===== config.mk =====
export PLATFORM = sky130hd
export DESIGN_NAME = uart_transmitter
export DESIGN_NICKNAME = d
export VERILOG_FILES = /design/src/rtl/uart_transmitter.sv
export SDC_FILE = /design/constraint.sdc
export NUM_CORES = 1
export LEC_CHECK = 0
export BUFFER_PORTS_ARGS = -buffer_cell sky130_fd_sc_hd__buf_2
export CAP_MARGIN = 40
export CORE_ASPECT_RATIO = 1.1
export CORE_UTILIZATION = 61
export CTS_BUF_LIST = sky130_fd_sc_hd__clkbuf_4 sky130_fd_sc_hd__clkbuf_8 sky130_fd_sc_hd__clkbuf_16
export DETAILED_ROUTE_END_ITERATION = 8
export PLACE_DENSITY = 0.83
export SETUP_SLACK_MARGIN = 0.02
export SYNTH_ARGS = -nofsm -noshare
export SYNTH_HDL_FRONTEND = slang
export SYNTH_SLANG_ARGS = --single-unit
export TNS_END_PERCENT = 5

===== constraint.sdc =====
create_clock -name clk_i -period 3.9 [get_ports clk_i]
set_input_delay 0.195 -clock clk_i [delete_from_list [all_inputs] [get_ports clk_i]]
set_output_delay 0.195 -clock clk_i [all_outputs]
set_load 0.02 [all_outputs]

===== src/rtl/uart_transmitter.sv =====
// UART transmitter: one character per valid/ready handshake, serialised on tx_o.
// Bit timing comes only from the oversampling tick; OV_RATE ticks make one bit period.
module uart_transmitter #(
    parameter int OV_RATE = 16
) (
    input  logic       clk_i,
    input  logic       rst_i,
    input  logic       ov_baud_rt_i,
    input  logic [7:0] data_i,
    input  logic       data_valid_i,
    output logic       ready_o,
    input  logic [1:0] data_bits_i,
    input  logic       parity_en_i,
    input  logic       parity_odd_i,
    input  logic       stop_bits_i,
    output logic       tx_o,
    output logic       tx_done_o
);

    localparam int TW = $clog2(OV_RATE);

    typedef enum logic [2:0] {IDLE, START, DATA, PARITY, STOP} state_t;

    state_t         state, state_nxt;
    logic [TW-1:0]  tick_cnt, tick_cnt_nxt;
    logic [2:0]     bit_cnt, bit_cnt_nxt;
    logic [7:0]     shift_reg, shift_nxt;
    logic [2:0]     last_data, last_data_nxt;
    logic           par_en, par_en_nxt;
    logic           par_bit, par_bit_nxt;
    logic           two_stop, two_stop_nxt;
    logic           tx_nxt;
    logic           bit_end;
    logic [7:0]     data_masked;

    assign ready_o     = (state == IDLE);
    assign bit_end     = (state != IDLE) && ov_baud_rt_i && (tick_cnt == TW'(OV_RATE - 1));
    assign data_masked = data_i & (8'hFF >> (3'd3 - {1'b0, data_bits_i}));

    always_ff @(posedge clk_i or posedge rst_i) begin
        if (rst_i) begin
            state     <= IDLE;
            tick_cnt  <= '0;
            bit_cnt   <= '0;
            shift_reg <= '0;
            last_data <= '0;
            par_en    <= 1'b0;
            par_bit   <= 1'b0;
            two_stop  <= 1'b0;
            tx_o      <= 1'b1;
        end else begin
            state     <= state_nxt;
            tick_cnt  <= tick_cnt_nxt;
            bit_cnt   <= bit_cnt_nxt;
            shift_reg <= shift_nxt;
            last_data <= last_data_nxt;
            par_en    <= par_en_nxt;
            par_bit   <= par_bit_nxt;
            two_stop  <= two_stop_nxt;
            tx_o      <= tx_nxt;
        end
    end

    always_comb begin
        state_nxt     = state;
        bit_cnt_nxt   = bit_cnt;
        shift_nxt     = shift_reg;
        last_data_nxt = last_data;
        par_en_nxt    = par_en;
        par_bit_nxt   = par_bit;
        two_stop_nxt  = two_stop;
        tx_nxt        = tx_o;
        tx_done_o     = 1'b0;

        // Counter sits at zero while idle so every frame starts on a fresh bit period.
        if (state == IDLE) begin
            tick_cnt_nxt = '0;
        end else if (ov_baud_rt_i) begin
            tick_cnt_nxt = bit_end ? '0 : tick_cnt + 1'b1;
        end else begin
            tick_cnt_nxt = tick_cnt;
        end

        case (state)
            IDLE: begin
                if (data_valid_i) begin
                    shift_nxt     = data_masked;
                    last_data_nxt = {1'b0, data_bits_i} + 3'd4;
                    par_en_nxt    = parity_en_i;
                    par_bit_nxt   = (^data_masked) ^ parity_odd_i;
                    two_stop_nxt  = stop_bits_i;
                    bit_cnt_nxt   = '0;
                    tx_nxt        = 1'b0;
                    state_nxt     = START;
                end
            end
            START: begin
                if (bit_end) begin
                    tx_nxt      = shift_reg[0];
                    bit_cnt_nxt = '0;
                    state_nxt   = DATA;
                end
            end
            DATA: begin
                if (bit_end) begin
                    shift_nxt = shift_reg >> 1;
                    if (bit_cnt == last_data) begin
                        bit_cnt_nxt = '0;
                        if (par_en) begin
                            tx_nxt    = par_bit;
                            state_nxt = PARITY;
                        end else begin
                            tx_nxt    = 1'b1;
                            state_nxt = STOP;
                        end
                    end else begin
                        bit_cnt_nxt = bit_cnt + 3'd1;
                        tx_nxt      = shift_reg[1];
                    end
                end
            end
            PARITY: begin
                if (bit_end) begin
                    tx_nxt      = 1'b1;
                    bit_cnt_nxt = '0;
                    state_nxt   = STOP;
                end
            end
            STOP: begin
                tx_nxt = 1'b1;
                if (bit_end) begin
                    if (bit_cnt == {2'b00, two_stop}) begin
                        tx_done_o   = 1'b1;
                        bit_cnt_nxt = '0;
                        state_nxt   = IDLE;
                    end else begin
                        bit_cnt_nxt = bit_cnt + 3'd1;
                    end
                end
            end
            default: begin
                tx_nxt    = 1'b1;
                state_nxt = IDLE;
            end
        endcase
    end

endmodule

==> impl_table.tex, run 1 <==
\begin{tabular}{lr}
\hline
Metric & Value \\
\hline
\multicolumn{2}{l}{\textbf{Synthesis}} \\
\quad Synthesized-area fraction occupied by ao, oa, aoi and oai cells & 18.2\% \\
\quad Fraction of synthesized cell area in xor and xnor cells & 7.39\% \\
\quad Most frequent cells after synthesis & dfrtp\_1 (24), nand2\_1 (16), nor2\_1 (12), o21ai\_0 (12), nand3\_1 (9) \\
\quad Fraction of the mapped netlist area in simple logic gates & between 10\% and 20\% \\
\quad Number of enable flip-flop cells after synthesis & 0 \\
\quad Net count after synthesis & $\sim$170 \\
\quad Dominant register cell in the synthesized netlist & dfrtp\_1 \\
\quad Synthesized instance count & approximately 150 \\
\quad Dominant combinational cell family by area after synthesis & simple AND/OR/NAND/NOR gates \\
\quad Share of synthesized area spent on multiplexers & 7.82\% \\
\quad Mapped Area & roughly 1500 um\^{}2 \\
\quad Number of distinct library cells after synthesis & 48 \\
\quad Sequential area share after synthesis & a little over two fifths \\
\quad \#FFs+latches synth & 25 \\
\quad Adder-Cell Fraction of Synth Area & under 10\% \\
\quad Mean Syn Cell Area & about 9.7 um\^{}2 \\
\quad Share of synthesized registers carrying an async set or reset & between 90\% and 100\% \\
\quad Top post-synthesis cells by area & dfrtp\_1 (40\%), xnor2\_1 (4.7\%), mux2i\_1 (4.0\%) \\
\quad Library cell with the highest instance count after synthesis & dfrtp\_1 \\
\quad Number of warnings issued by yosys & 0 \\
\quad Post-synth top area cell & dfrtp\_1 \\
\quad Share of the synthesized area in the top cell type & slightly above 40\% \\
\multicolumn{2}{l}{\textbf{Outcome}} \\
\quad Result of the run & complete, no violations \\
\multicolumn{2}{l}{\textbf{Worst setup path}} \\
\quad Arrival time at the worst endpoint & about 1700 ps \\
\quad WP depth & 5 \\
\quad Cell type group with the largest total delay on the critical path & simple AND/OR/NAND/NOR gates \\
\quad Type of element launching the critical path & flip-flop \\
\quad Worst Reg-to-Reg Cells & 4 \\
\quad Worst setup EP type & output pin \\
\quad Cells along the critical path & ha\_1, and4\_1, nand3\_1, nor2\_1, buf\_2 \\
\quad Critical-path cell with the highest stage delay & dfrtp\_1 \\
\quad Worst reg2reg setup slack & 2050 ps \\
\quad Worst path required time & approximately 3700 ps \\
\quad Critical Path Start & tick\_cnt[0]\$\_DFFE\_PP0P\_ \\
\quad Worst reg2reg path endpoint & shift\_reg[6]\$\_DFFE\_PP0P\_ \\
\quad Largest fanout on the critical path & 7 \\
\quad Crit path buf inv count & 1 \\
\quad Worst path max stage delay & roughly 420 ps \\
\quad Critical setup path kind & reg2out \\
\quad Worst setup endpoint & tx\_done\_o \\
\quad RR Startpoint & tick\_cnt[0]\$\_DFFE\_PP0P\_ \\
\multicolumn{2}{l}{\textbf{Cells and area}} \\
\quad Ratio of cells with drive above 1 in the final layout & roughly 22\% \\
\quad \# fillers & 170 \\
\quad Final net count & between 150 and 200 \\
\quad Synth-to-layout area growth & 10.8\% \\
\quad Post-layout instance area & 1650 um\^{}2 \\
\quad Number of flip-flops under the largest register name & 8 \\
\quad Layout Cells excl Fill & around 200 \\
\quad Count of inserted antenna diode cells & 0 \\
\multicolumn{2}{l}{\textbf{Floorplanning}} \\
\quad FP Rows & 18 \\
\quad DIE WIDTH & $\sim$49 um \\
\quad Initial cell density of the core & 65.5\% \\
\quad Full die area & 2640 um\^{}2 \\
\quad Area of the core & between 2000 and 2500 um\^{}2 \\
\quad Die height & about 54 um \\
\quad Top-Level Pins & 20 \\
\multicolumn{2}{l}{\textbf{STA}} \\
\quad Setup Skew & approximately 7.1 ps \\
\quad Number of hold violations in the final report & 0 \\
\quad Post-layout min period & slightly below 2000 ps \\
\quad Rel. slew slack & roughly 62\% \\
\quad Slew @ Worst Pin & 570 ps \\
\quad Setup violation total in the final timing report & 0 \\
\quad Final max-slew violation count & 0 \\
\quad Timing-limited maximum frequency & approximately 520 MHz \\
\quad Tcrit/Tclk final & between 40\% and 50\% \\
\quad RSZ-0062 raised after global routing & false \\
\quad Setup tns final & 0 ps \\
\multicolumn{2}{l}{\textbf{Pwr}} \\
\quad Post-layout total power & roughly 920 uW \\
\quad Leakage & approximately 0.7 nW \\
\quad Highest ir drop seen on vdd & 0.000391 V \\
\quad Pwr/cell area & 558 nW/um\^{}2 \\
\multicolumn{2}{l}{\textbf{Global route}} \\
\quad Pin count of the biggest net entering global routing & 19 \\
\quad Vias in the first global route & 1207 \\
\quad All-layer global routing usage & about a quarter \\
\quad Antenna violations before repair & 0 \\
\quad GRT overflow & 0 \\
\quad Global-route wire length before repair & 5050 um \\
\multicolumn{2}{l}{\textbf{Drt}} \\
\quad Post-detailed-routing wire length & roughly 2900 um \\
\quad Via/cell ratio & a little under 6 \\
\quad Starting DRC count in detailed routing & 17 \\
\quad Number of nets with antenna violations after detailed routing & 0 \\
\quad Count of vias placed by the detailed router & about 1.2k \\
\quad Routed wirelength normalized by instance count & about 14 um \\
\quad Detailed Routing Iterations Pass 1 & 4 \\
\quad DRC & 0 \\
\multicolumn{2}{l}{\textbf{CTS}} \\
\quad Count of buffers added by post-CTS timing repair for setup & 0 \\
\quad Buffer type at the clock tree root & clkbuf\_4 \\
\quad CTS sink cnt & 25 \\
\quad Number of levels the H-tree was split into & 1 \\
\quad Clock network latency to the later pin of the worst-skew pair & roughly 330 ps \\
\quad Clock Tree Buf Depth & 2 \\
\quad Post-cts resize count & 0 \\
\quad Clock buffer count from CTS & 3 \\
\quad Clock input transition at the sequential cells of the worst setup and hold paths & 140 ps \\
\quad Number of hold buffers added after cts & 1 \\
\quad CTS tree & done \\
\multicolumn{2}{l}{\textbf{Placement}} \\
\quad Gpl congestion & 0.926 \\
\quad Post-DP HPWL & between 2000 and 2500 um \\
\quad Placed cell area & 1610 um\^{}2 \\
\quad Dpl cells & 199 \\
\quad Count of input and output buffers & 19 \\
\multicolumn{2}{l}{\textbf{Job}} \\
\quad Max-cap violation count & 0 \\
\multicolumn{2}{l}{\textbf{Min path}} \\
\quad Type of the worst min-delay path & in2reg \\
\quad Startpoint of the lowest-slack hold path & stop\_bits\_i \\
\hline
\end{tabular}
[report_power, final]
| group | leakage [nW] | total (mW) | switching [mW] | internal (mW) |
|---|---|---|---|---|
| registers | 0.310 | 0.469 | 0.104 | 0.365 |
| clock network | 0.0177 | 0.120 | 0.0816 | 0.0386 |
| logic | 0.380 | 0.332 | 0.171 | 0.161 |
[metrics by stage]
stage               hold WS [ps]  setup slack, ps  util (%)
CTS                         86.9             1970      72.6
floorplan                    222             2300         -
finish                      85.8             1960      72.6
global route                81.1             1860      72.6
detailed placement           194             2070      70.9
global placement             423             2150      69.7
[final cells by class]
cell class | count | area (um^2) | share of cell area, %
clock buffers | 3 | 22.5 | 1.36
clock inverters | 1 | 5.00 | 0.303
inverters | 4 | 15.0 | 0.910
multi-input cells | 119 | 803 | 48.7
flip-flops and latches | 25 | 627 | 38.0
well taps | 30 | 37.5 | 2.27
repair buffers | 22 | 140 | 8.49
[worst min path at each step]
stage	to	slack (ps)	depth (start not counted)
after floorplan	bit_cnt[0]$_DFFE_PP0P_	220	1
after global placement	tick_cnt[1]$_DFFE_PP0P_	420	2
after detailed placement	tick_cnt[1]$_DFFE_PP0P_	190	2
after CTS	par_en$_DFFE_PP0P_	90	2
after global routing	two_stop$_DFFE_PP0P_	80	2
final	two_stop$_DFFE_PP0P_	90	2
[cells in the final DEF (no fill, tap or decap), types with 2 or more instances in the layout]
| master | n |
|---|---|
| nand3_1 | 9 |
| a21oi_1 | 5 |
| dfrtp_1 | 24 |
| a21o_1 | 2 |
| a211o_1 | 2 |
| mux2_2 | 5 |
| o21ai_0 | 12 |
| nor3_1 | 2 |
| clkbuf_4 | 3 |
| nand4_1 | 2 |
| xor2_1 | 2 |
| xnor2_1 | 8 |
| nor2b_1 | 3 |
| nor2_1 | 12 |
| inv_1 | 3 |
| nand2_1 | 16 |
| o21ai_1 | 6 |
| nor3b_1 | 2 |
| ha_1 | 2 |
| mux2i_1 | 6 |
| buf_2 | 19 |
[cells by family (layout without fill, tap and decap cells)]
| kind of cell | Yosys count | in the layout |
|---|---|---|
| compound gates | 40 | 40 |
| xor+xnor | 11 | 11 |
| fa+ha+maj | 2 | 2 |
| buf+inv | 10 | 30 |
| flops | 25 | 25 |
| mux | 11 | 11 |
| simple gates | 55 | 55 |
[routing by layer]
metal  vias to the layer above  GRT usage [%]  wire length (um)
li1                        597              -                 -
met1                       569           28.2              1210
met5                         -              0                 0
met4                         0           15.2                67
met3                         6           4.24               104
met2                        26           48.6              1510
(Power assumes the default switching activity.)
==> inputs of run 2 (changes only) <==
--- a/config.mk
+++ b/config.mk
@@ -8,10 +8,10 @@
 export BUFFER_PORTS_ARGS = -buffer_cell sky130_fd_sc_hd__buf_2
 export CAP_MARGIN = 40
 export CORE_ASPECT_RATIO = 1.1
-export CORE_UTILIZATION = 61
+export CORE_UTILIZATION = 51
 export CTS_BUF_LIST = sky130_fd_sc_hd__clkbuf_4 sky130_fd_sc_hd__clkbuf_8 sky130_fd_sc_hd__clkbuf_16
 export DETAILED_ROUTE_END_ITERATION = 8
-export PLACE_DENSITY = 0.83
+export PLACE_DENSITY = 0.74
 export SETUP_SLACK_MARGIN = 0.02
 export SYNTH_ARGS = -nofsm -noshare
 export SYNTH_HDL_FRONTEND = slang
==> constraint.sdc (replaced) <==
create_clock -name clk_i -period 1.7 [get_ports clk_i]
set_input_delay 0.085 -clock clk_i [delete_from_list [all_inputs] [get_ports clk_i]]
set_output_delay 0.085 -clock clk_i [all_outputs]
set_load 0.02 [all_outputs]
==> run 2 against run 1 <==
Compared with the run above:
- clock-buffer cell count unchanged
- clock power increased by 130%
- sequential power rose by 120%
- register-to-register slack worse by 2000 ps
- final area is 6.7% higher
- first-iteration DRC count is 53% higher
- via count grew 6.3%
- sequential cell count unchanged
- critical endpoint unchanged
==> impl_table.tex, run 2 (synthesized netlist as in run 1, its figures left out) <==
\begin{tabular}{lr}
\hline
Metric & Value \\
\hline
\multicolumn{2}{l}{\textbf{Worst setup path}} \\
\quad RR Startpoint & tick\_cnt[0]\$\_DFFE\_PP0P\_ (unchanged) \\
\quad Critical setup path kind & reg2out (unchanged) \\
\quad Worst reg2reg setup slack & 70 ps (was 2050 ps) \\
\quad Cells along the critical path & ha\_4, and4\_4, buf\_4, nand3\_1, nor2\_1, buf\_4 (was ha\_1, and4\_1, nand3\_1, nor2\_1, buf\_2) \\
\quad Worst setup EP type & output pin (unchanged) \\
\quad Library cell appearing most often on the critical path & buf\_4 \\
\quad Worst path max stage delay & 420 ps (about the same) \\
\quad Largest fanout on the critical path & 6 (was 7) \\
\quad Worst Reg-to-Reg Cells & 5 (was 4) \\
\quad Type of element launching the critical path & flip-flop (unchanged) \\
\quad Arrival time at the worst endpoint & 1590 ps (was 1740 ps) \\
\quad Worst reg2reg path endpoint & bit\_cnt[0]\$\_DFFE\_PP0P\_ (was shift\_reg[6]\$\_DFFE\_PP0P\_) \\
\quad Critical-path cell with the highest stage delay & dfrtp\_1 (unchanged) \\
\quad Worst path required time & 1620 ps (was 3700 ps) \\
\multicolumn{2}{l}{\textbf{Drt}} \\
\quad Number of nets with antenna violations after detailed routing & 0 (unchanged) \\
\quad Detailed Routing Iterations Pass 1 & 4 (unchanged) \\
\quad Starting DRC count in detailed routing & 26 (was 17) \\
\quad Via/cell ratio & 5.84 (was 5.87) \\
\quad Post-detailed-routing wire length & 3100 um (was 2890 um) \\
\quad DRC & 0 (unchanged) \\
\quad Routed wirelength normalized by instance count & 14.2 um (about the same) \\
\quad Count of vias placed by the detailed router & 1274 (was 1198) \\
\multicolumn{2}{l}{\textbf{Cells and area}} \\
\quad Synth-to-layout area growth & 18.3\% (was 10.8\%) \\
\quad Final net count & 205 (was 194) \\
\quad Utilization after layout & 63.4\% (was 72.6\%) \\
\quad Leading cell types in the layout, fill and taps excluded & dfrtp\_1 (24), buf\_2 (18), nand2\_1 (16), nor2\_1 (12), o21ai\_0 (12) (was dfrtp\_1 (24), buf\_2 (19), nand2\_1 (16), nor2\_1 (12), o21ai\_0 (12)) \\
\quad Layout Cells excl Fill & 218 (was 204) \\
\quad Most common cell after layout, fill and taps aside & dfrtp\_1 (unchanged) \\
\quad Number of flip-flops under the largest register name & 8 (unchanged) \\
\quad Ratio of cells with drive above 1 in the final layout & 28.1\% (was 22.4\%) \\
\quad Count of inserted antenna diode cells & 0 (unchanged) \\
\multicolumn{2}{l}{\textbf{CTS}} \\
\quad Clock input transition at the sequential cells of the worst setup and hold paths & 150 ps (was 140 ps) \\
\quad Number of levels the H-tree was split into & 1 (unchanged) \\
\quad Clock buffer count from CTS & 3 (unchanged) \\
\quad Buffer type at the clock tree root & clkbuf\_4 (unchanged) \\
\quad Clock Tree Buf Depth & 2 (unchanged) \\
\quad CTS tree & done (unchanged) \\
\quad CTS sink cnt & 25 (unchanged) \\
\quad Clock network latency to the later pin of the worst-skew pair & 330 ps (about the same) \\
\multicolumn{2}{l}{\textbf{Placement}} \\
\quad Placement Setup Slack & 32.3 ps (was 2070 ps) \\
\quad Gpl congestion & 0.858 (was 0.926) \\
\quad Count of input and output buffers & 19 (unchanged) \\
\quad Post-DP HPWL & 2250 um (was 2170 um) \\
\quad Dpl cells & 208 (was 199) \\
\multicolumn{2}{l}{\textbf{Pwr}} \\
\quad Sequential share of power & 46.9\% (was 50.9\%) \\
\quad Internal Dissipation & 1.38 mW (was 565 uW) \\
\quad Highest ir drop seen on vdd & 0.000786 V (was 0.000391 V) \\
\quad P\_sw & 859 uW (was 357 uW) \\
\quad Clock network fraction of total power & 12.4\% (was 13.0\%) \\
\quad Pwr/cell area & 1270 nW/um\^{}2 (was 558 nW/um\^{}2) \\
\quad Leakage & 0.761 nW (was 0.707 nW) \\
\quad Share of total power consumed by net switching & 38.4\% (was 38.7\%) \\
\quad Comb pwr share & 40.7\% (was 36.0\%) \\
\multicolumn{2}{l}{\textbf{Min path}} \\
\quad Cells on Worst Hold Path & 3 (was 2) \\
\quad Startpoint of the lowest-slack hold path & data\_i[7] (was stop\_bits\_i) \\
\quad Hold worst-path end & shift\_reg[7]\$\_DFFE\_PP0P\_ (was two\_stop\$\_DFFE\_PP0P\_) \\
\quad Type of the worst min-delay path & in2reg (unchanged) \\
\multicolumn{2}{l}{\textbf{STA}} \\
\quad Final max-slew violation count & 0 (unchanged) \\
\quad Number of hold violations in the final report & 0 (unchanged) \\
\quad Timing-limited maximum frequency & 598 MHz \\
\quad Rel. slew slack & 73.8\% (was 62.0\%) \\
\quad Worst Hold Margin & 15.9 ps (was 85.8 ps) \\
\quad Setup Skew & 8.74 ps (was 7.06 ps) \\
\quad Tcrit/Tclk final & a little over nine tenths \\
\quad Slew @ Worst Pin & 382 ps (was 570 ps) \\
\quad RSZ-0062 raised after global routing & true (was false) \\
\quad Post-layout min period & roughly 1700 ps \\
\quad Worst Slack Setup Final & 27.3 ps (was 1960 ps) \\
\quad Setup violation total in the final timing report & 0 (unchanged) \\
\multicolumn{2}{l}{\textbf{Floorplanning}} \\
\quad Full die area & 3140 um\^{}2 (was 2640 um\^{}2) \\
\quad Die height & 58.7 um (was 53.8 um) \\
\quad Initial cell density of the core & 53.6\% (was 65.5\%) \\
\quad FP Rows & 20 (was 18) \\
\quad DIE WIDTH & 53.5 um (was 49.1 um) \\
\quad Top-Level Pins & 20 (unchanged) \\
\quad Area of the core & 2780 um\^{}2 (was 2270 um\^{}2) \\
\multicolumn{2}{l}{\textbf{Outcome}} \\
\quad Result of the run & complete, no violations (unchanged) \\
\multicolumn{2}{l}{\textbf{Job}} \\
\quad Max-cap violation count & 0 (unchanged) \\
\multicolumn{2}{l}{\textbf{Global route}} \\
\quad Global-route wire length before repair & 5260 um (was 5050 um) \\
\quad GRT overflow & 0 (unchanged) \\
\quad Antenna violations before repair & 0 (unchanged) \\
\quad Vias in the first global route & 1241 (was 1207) \\
\quad All-layer global routing usage & 23.1\% (was 26.0\%) \\
\quad Pin count of the biggest net entering global routing & 26 (was 19) \\
\hline
\end{tabular}
-- run 2: worst max-delay path by stage --
stage	start	end	slack, ps
after floorplan	tick_cnt[0]$_DFFE_PP0P_	shift_reg[1]$_DFFE_PP0P_	100
after global placement	tick_cnt[0]$_DFFE_PP0P_	bit_cnt[0]$_DFFE_PP0P_	140
after detailed placement	tick_cnt[0]$_DFFE_PP0P_	bit_cnt[0]$_DFFE_PP0P_	30
final	tick_cnt[0]$_DFFE_PP0P_	tx_done_o	30
after global routing	tick_cnt[0]$_DFFE_PP0P_	tx_done_o	-30
after CTS	tick_cnt[1]$_DFFE_PP0P_	tx_done_o	40
-- run 2: cell type report --
cell class,count,area [um^2]
fill,239,1020
clock inverter,1,5.00
timing repair buffer,33,223
multi-input combinational,119,828
inverter,4,15.0
clock buffer,3,22.5
tap,33,41.3
sequential,25,627
-- run 2: metrics by stage --
| stage | setup TNS (ps) | power, mW | instance area [um^2] |
|---|---|---|---|
| after detailed placement | 0 | 1.90 | 1650 |
| after CTS | 0 | 2.23 | 1750 |
| after floorplan | 0 | 1.67 | 1490 |
| after global placement | 0 | 1.85 | 1650 |
| after global routing | -35.8 | 2.39 | 1760 |
| final | 0 | 2.24 | 1760 |
-- run 2: per-layer routing --
metal  GRT usage [%]  share of wire [%]  vias up
li1                -                  -      615
met3            2.33                3.3        8
met1            28.2                 44      618
met4            9.02                1.7        0
met5               0                  0        -
met2            41.1                 51       33
-- run 2: worst max-delay path: cells and delay by family (launching register included) --
family | cells | cell delay (ps)
buffers and inverters | 2 | 280
adders and majority gates | 1 | 180
DFF | 1 | 420
and+or+nand+nor | 3 | 380
-- run 2: timing repair --
| action | CTS | global route |
|---|---|---|
| endpoints found under the setup margin | 2 | 5 |
| hold buffers | 3 | 0 |
| hold endpoints to repair | 26 | 0 |
| resized for setup | 3 | 3 |
| pin swaps | 2 | 1 |
| setup buffers | 3 | 0 |
-- run 2: power groups by stage --
stage          sequential (mW)  clock [mW]  combinational, mW
2_1_floorplan             1.00           0              0.673
3_3_place_gp              1.04           0              0.806
3_5_place_dp              1.06           0              0.837
4_1_cts                   1.04       0.284              0.901
5_1_grt                   1.08       0.301               1.01
6_report                  1.05       0.277              0.910
